## src/rtl/cpu_trace_pkg.sv

```systemverilog
// cpu_trace_pkg: shared types and record sizing for the CPU trace buffer (TRACE_TIMESTAMP_EN adds a 32-bit timestamp).
package cpu_trace_pkg;
  typedef enum logic [1:0] {IDLE, RUN, DONE} state_t;
  typedef enum logic [1:0] {NONE, LIMIT, WDOG, STOP} cause_t;
  localparam int EST_W = 5;
`ifdef TRACE_TIMESTAMP_EN
  localparam int TS_W = 32;
`else
  localparam int TS_W = 0;
`endif
  typedef struct packed {
    logic [31:0] pc;
    logic [EST_W-1:0] estado;
    logic [63:0] ula_out;
    logic mem_wr;
    logic reg_wr;
  } trace_rec_t;
  function automatic int rec_w(int pc_w, int data_w);
    return TS_W + pc_w + EST_W + data_w + 2;
  endfunction
endpackage

```

## src/rtl/cpu_trace_buffer_ram.sv

```systemverilog
// trace_ram: DEPTH x W record store, synchronous write, asynchronous read.
module trace_ram #(
  parameter int DEPTH = 16,
  parameter int W = 8,
  localparam int AW = $clog2(DEPTH)
) (
  input  logic          clock,
  input  logic          we,
  input  logic [AW-1:0] waddr,
  input  logic [W-1:0]  wdata,
  input  logic [AW-1:0] raddr,
  output logic [W-1:0]  rdata
);
  logic [W-1:0] mem [DEPTH];
  always_ff @(posedge clock)
    if (we) mem[waddr] <= wdata;
  assign rdata = mem[raddr];
endmodule

```

## src/rtl/cpu_trace_buffer.sv

```systemverilog
// cpu_trace_buffer: circular capture of CPU trace records with cycle limit, stuck-state watchdog and valid/ready drain.
// Define TRACE_TIMESTAMP_EN to prefix each record with the 32-bit cycle count at capture.
module cpu_trace_buffer
  import cpu_trace_pkg::*;
#(
  parameter int PC_W = 32,
  parameter int DATA_W = 64,
  parameter int DEPTH = 16,
  parameter int MAX_CYCLES = 90,
  parameter int WDOG_CYCLES = 32,
  parameter int CAP_MODE = 0,
  localparam int REC_W = rec_w(PC_W, DATA_W),
  localparam int CW = $clog2(DEPTH) + 1
) (
  input  logic             clock,
  input  logic             reset,
  input  logic             start,
  input  logic             stop,
  input  logic [63:0]      pc_in,
  input  logic [4:0]       estado_in,
  input  logic [63:0]      ula_out_in,
  input  logic             mem_wr_in,
  input  logic             reg_wr_in,
  input  logic             ld_ir_in,
  output logic             busy,
  output logic             done,
  output logic             stop_sim,
  output logic [1:0]       cause,
  output logic [CW-1:0]    count,
  output logic             wrapped,
  output logic             rd_valid,
  input  logic             rd_ready,
  output logic [REC_W-1:0] rd_data
);
  localparam int PW = $clog2(DEPTH);
  state_t state, state_nx;
  cause_t cause_q, end_cause;
  logic [PW-1:0] wr_ptr, rd_ptr;
  logic [CW-1:0] cnt;
  logic [31:0] cyc, wdog;
  logic [4:0] prev_est;
  logic wrapped_q, stop_sim_q, cap, eq, wd_trip, lim_trip, term, arm, full, pop, unused_bits;
  logic [REC_W-1:0] wdata, rdata;

  assign eq = estado_in == prev_est;
  assign cap = state == RUN && (CAP_MODE == 0 || ld_ir_in);
  assign wd_trip = WDOG_CYCLES != 0 && eq && wdog == 32'(WDOG_CYCLES - 1);
  assign lim_trip = MAX_CYCLES != 0 && cyc == 32'(MAX_CYCLES - 1);
  assign end_cause = stop ? STOP : wd_trip ? WDOG : lim_trip ? LIMIT : NONE;
  assign term = state == RUN && end_cause != NONE;
  assign arm = start && state != RUN;
  assign full = cnt == CW'(DEPTH);
  assign pop = rd_valid && rd_ready;
  assign unused_bits = ^{pc_in, ula_out_in};
`ifdef TRACE_TIMESTAMP_EN
  assign wdata = {cyc, pc_in[PC_W-1:0], estado_in, ula_out_in[DATA_W-1:0], mem_wr_in, reg_wr_in};
`else
  assign wdata = {pc_in[PC_W-1:0], estado_in, ula_out_in[DATA_W-1:0], mem_wr_in, reg_wr_in};
`endif

  always_ff @(posedge clock or negedge reset)
    if (!reset) state <= IDLE;
    else state <= state_nx;

  always_comb begin
    state_nx = term ? DONE : arm ? RUN : state;
    busy = state == RUN;
    done = state == DONE;
    rd_valid = done && cnt != '0;
  end

  always_ff @(posedge clock or negedge reset)
    if (!reset) begin
      wr_ptr <= '0;
      rd_ptr <= '0;
      cnt <= '0;
      cyc <= '0;
      wdog <= '0;
      prev_est <= '0;
      cause_q <= NONE;
      wrapped_q <= 1'b0;
      stop_sim_q <= 1'b0;
    end else begin
      stop_sim_q <= term;
      if (arm) begin
        wr_ptr <= '0;
        rd_ptr <= '0;
        cnt <= '0;
        cyc <= '0;
        wdog <= '0;
        cause_q <= NONE;
        wrapped_q <= 1'b0;
        prev_est <= estado_in;
      end else if (state == RUN) begin
        // a full buffer keeps its size by dropping the oldest entry
        if (cap) begin
          wr_ptr <= wr_ptr + 1'b1;
          if (full) begin
            rd_ptr <= rd_ptr + 1'b1;
            wrapped_q <= 1'b1;
          end else cnt <= cnt + 1'b1;
        end
        cyc <= &cyc ? cyc : cyc + 1'b1;
        wdog <= eq ? wdog + 1'b1 : '0;
        prev_est <= estado_in;
        if (term) cause_q <= end_cause;
      end else if (pop) begin
        rd_ptr <= rd_ptr + 1'b1;
        cnt <= cnt - 1'b1;
      end
    end

  trace_ram #(.DEPTH(DEPTH), .W(REC_W)) u_ram (
    .clock(clock),
    .we(cap),
    .waddr(wr_ptr),
    .wdata(wdata),
    .raddr(rd_ptr),
    .rdata(rdata)
  );

  assign rd_data = rd_valid ? rdata : '0;
  assign cause = cause_q;
  assign count = cnt;
  assign wrapped = wrapped_q;
  assign stop_sim = stop_sim_q;
endmodule

```

## config.mk

```make
export PLATFORM = sky130hd
export DESIGN_NAME = cpu_trace_buffer
export DESIGN_NICKNAME = d
export VERILOG_FILES = /design/src/rtl/cpu_trace_pkg.sv /design/src/rtl/cpu_trace_buffer_ram.sv /design/src/rtl/cpu_trace_buffer.sv
export SDC_FILE = /design/constraint.sdc
export NUM_CORES = 2
export LEC_CHECK = 0
export ABC_AREA = 1
export BUFFER_PORTS_ARGS = -buffer_cell sky130_fd_sc_hd__buf_2
export CAP_MARGIN = 20
export CORE_UTILIZATION = 30
export CTS_CLUSTER_DIAMETER = 120
export DETAILED_ROUTE_END_ITERATION = 6
export GPL_ROUTABILITY_DRIVEN = 1
export GPL_TIMING_DRIVEN = 1
export SETUP_SLACK_MARGIN = 0.1
export SLEW_MARGIN = 20
export SYNTH_ARGS = -nofsm -noshare
export SYNTH_HDL_FRONTEND = slang
export SYNTH_HIERARCHICAL = 1
export SYNTH_SLANG_ARGS = --single-unit
```

## constraint.sdc

```tcl
create_clock -name clock -period 5.92 [get_ports clock]
set_clock_uncertainty 0.15 [all_clocks]
set_input_delay 1.184 -clock clock [delete_from_list [all_inputs] [get_ports clock]]
set_output_delay 1.184 -clock clock [all_outputs]
set_load 0.05 [all_outputs]
```

==> impl_metrics.tcl <==
set metrics [dict create \
    cp-start-kind "register" \
    status "finished, final reports clean" \
    port_buffers 222 \
    viasPerCell 4.63 \
    grt_usage_pct 16.0 \
    grt_antenna_before_repair 60 \
    instances_no_fill 11337 \
    utilization_pct 34.4 \
    gr-total-overflow 0 \
    core_area_mm2 0.254 \
    drtPass1Iterations 7 \
    mostFrequentLayoutCells "2406 x nand2_1, 1648 x edfxtp_1, 1430 x inv_1, 1286 x nand3_1, 221 x buf_2" \
    drtIter0Drc 4495 \
    r2r_end "u_ram/mem[11][59]$_DFFE_PP_" \
    path_max_fanout 81 \
    wirelength_mm 209 \
    synth_fp_nets 7850 \
    ys.flop_type "edfxtp_1" \
    p_per_area_mw_per_mm2 437 \
    pre_cts_ws_ns 1.54 \
    grt_max_degree 199 \
    worst_pin_slew_ns 1.22 \
    cts_hold_buffers 0 \
    netlist_instances 7700 \
    crit_type "reg -> out" \
    area_delta_synth_final_pct 13.7 \
    avgSynthCellArea_um2 9.99 \
    yosys.area.top_type_share_pct 64.3 \
    ff2ff_setup_slack_ns 2.53 \
    cts_setup_buffers 0 \
    hold_viol 0 \
    start_util_pct 30.2 \
    htreeDepth 4 \
    routedWlPerCell_um 18.4 \
    worstRegToRegCells 4 \
    cts_max_path_buffers 3 \
    fin_crit_ns 5.21 \
    fin_ws_ns 0.712 \
    slew_viol_final 0 \
    r2r-start "state[1]$_DFFE_PN0P_" \
    multi_input_area_mm2 0.0180 \
    place_congestion 0.792 \
    hp-class "in -> async" \
    layout_commonest_cell "nand2_1" \
    io_pins 256 \
    final_area_mm2 0.0875 \
    die-area_mm2 0.258 \
    root_buffer "clkbuf_16" \
    power_leakage_nw 37.0 \
    ys_seq_elements 1736 \
    drtAntennaViolNets 0 \
    synth_warnings 6 \
    drv_cap 0 \
    synth_area_leaders "edfxtp_1 64%, nand2_1 12%, nand3_1 8.4%, inv_1 7.0%, dfrtp_1 2.9%" \
    dpl-instance-area_mm2 0.0817 \
    yosys.area.top_type "edfxtp_1" \
    nNetsFinal 7960 \
    post_cts_resized 0 \
    ir_drop_mv 0.563 \
    vias 52461 \
    finalCritPeriodShare_pct 88.0 \
    insertion_delay_ns 0.80 \
    syn-cell-area_mm2 0.0769 \
    max_freq_ghz 0.192 \
    cp.required_ns 4.59 \
    startpoint "rd_ptr[0]$_DFFE_PN0P_" \
    synth_edf_count 1648 \
    nFillCells 25074 \
    dieWidth_um 508 \
    async_flop_share_pct 5.07 \
    grt_first_pass_wirelength_mm 311 \
    drive_above_1_share_pct 7.92 \
    yosysUniqueCellTypes 40 \
    timing.setup.tns_ns 0 \
    relSlewSlack_pct 18.6 \
    ys_seq_area_share_pct 67.2 \
    clkSlewWorstSetupHoldPaths_ns 0.06 \
    cts_tree "done" \
    num_rows 185 \
    die_h_um 508 \
    grt_pass1_vias 50986 \
    drc 0 \
    cts_sinks 1736 \
    hpwl_mm 104 \
    rsz0062_at_grt "no" \
    cts_buffers 176 \
    crit_arrival_ns 3.87 \
    finalSetupViolCount 0 \
    dpl.cell_count 10998 \
    area.sequential_mm2 0.0517 \
    end_kind "output port" \
]
[cell type report]
| cell class | count | area share (%) |
|---|---|---|
| Antenna cell | 16 | 0.0458 |
| Clock buffer | 212 | 5.27 |
| Clock inverter | 111 | 1.25 |
| Inverter | 1442 | 6.22 |
| Multi-Input combinational cell | 4153 | 20.6 |
| Sequential cell | 1736 | 59.1 |
| Tap cell | 3366 | 4.81 |
| Timing Repair Buffer | 301 | 2.65 |
[power breakdown]
part | internal [mW] | total, mW | switching (mW)
combinational | 3.19 | 12.4 | 9.18
clock | 6.25 | 11.1 | 4.80
sequential | 14.4 | 14.8 | 0.338
[layer usage]
metal  GRT usage, %  up-vias  wire, um
met5              0        -       243
met4           4.91       38      5270
met3           3.41      403     14400
met2           26.5     1565     99400
met1           20.8    25462     89600
li1               -    24993         -
[synth_stat cells, types with 9 or more instances]
| cell type | count |
|---|---|
| nand4_1 | 42 |
| edfxtp_1 | 1648 |
| buf_1 | 35 |
| nand3_1 | 1286 |
| buf_2 | 191 |
| o21ai_2 | 10 |
| nor2_1 | 228 |
| nand2_1 | 2407 |
| o21ai_0 | 40 |
| inv_1 | 1431 |
| buf_4 | 46 |
| xor2_1 | 12 |
| a21oi_1 | 10 |
| nor3_1 | 25 |
| o22ai_1 | 14 |
| buf_6 | 9 |
| clkbuf_1 | 87 |
| o21ai_1 | 20 |
| inv_2 | 10 |
| dfrtp_1 | 88 |
[state kept, by name (all words and copies together), names as in the netlist]
| register | cells |
|---|---|
| u_ram/mem | 1648 |
| cyc | 32 |
| wdog | 32 |
| count | 5 |
| prev_est | 5 |
| rd_ptr | 4 |
| wr_ptr | 4 |
| cause | 2 |
| state | 2 |
| stop_sim | 1 |
| wrapped | 1 |
[cells by family after synthesis]
| family | after synthesis | synth area share [%] |
|---|---|---|
| AO/OA/AOI/OAI | 101 | 0.776 |
| AND/OR/NAND/NOR | 4026 | 22.2 |
| buffers and inverters | 1811 | 9.49 |
| flip-flops | 1736 | 67.2 |
| adder cells (fa/ha/maj) | 9 | 0.156 |
| XOR/XNOR | 17 | 0.194 |
[stage by stage]
step,total power [mW],hold WS (ns)
floorplan,23.6,0.319
global placement,27.3,0.333
detailed placement,27.5,0.354
CTS,38.5,0.257
global route,40.3,0.299
finish,38.2,0.282
[critical path: stages, from the launching register on]
cell and delay [ns]:
dfrtp_4 0.70, inv_8 0.51, buf_12 0.33, buf_4 0.30, nand2_1 0.07, nand2_1 0.06, nand2_1 0.05, nand3_1 0.10
nand3_1 0.13, nand2_1 0.10, inv_1 0.09, nor2_1 0.12, buf_2 0.30
[how the worst max path moves through the flow]
stage	endpoint	slack, ns	cells after the start
after global routing	rd_data[93]	0.47	12
after detailed placement	rd_data[70]	1.54	8
after CTS	rd_data[70]	0.66	8
after floorplan	u_ram/mem[12][0]$_DFFE_PP_	-0.28	4
after global placement	rd_data[22]	1.55	10
final	rd_data[63]	0.71	12
(Power assumes the default switching activity.)
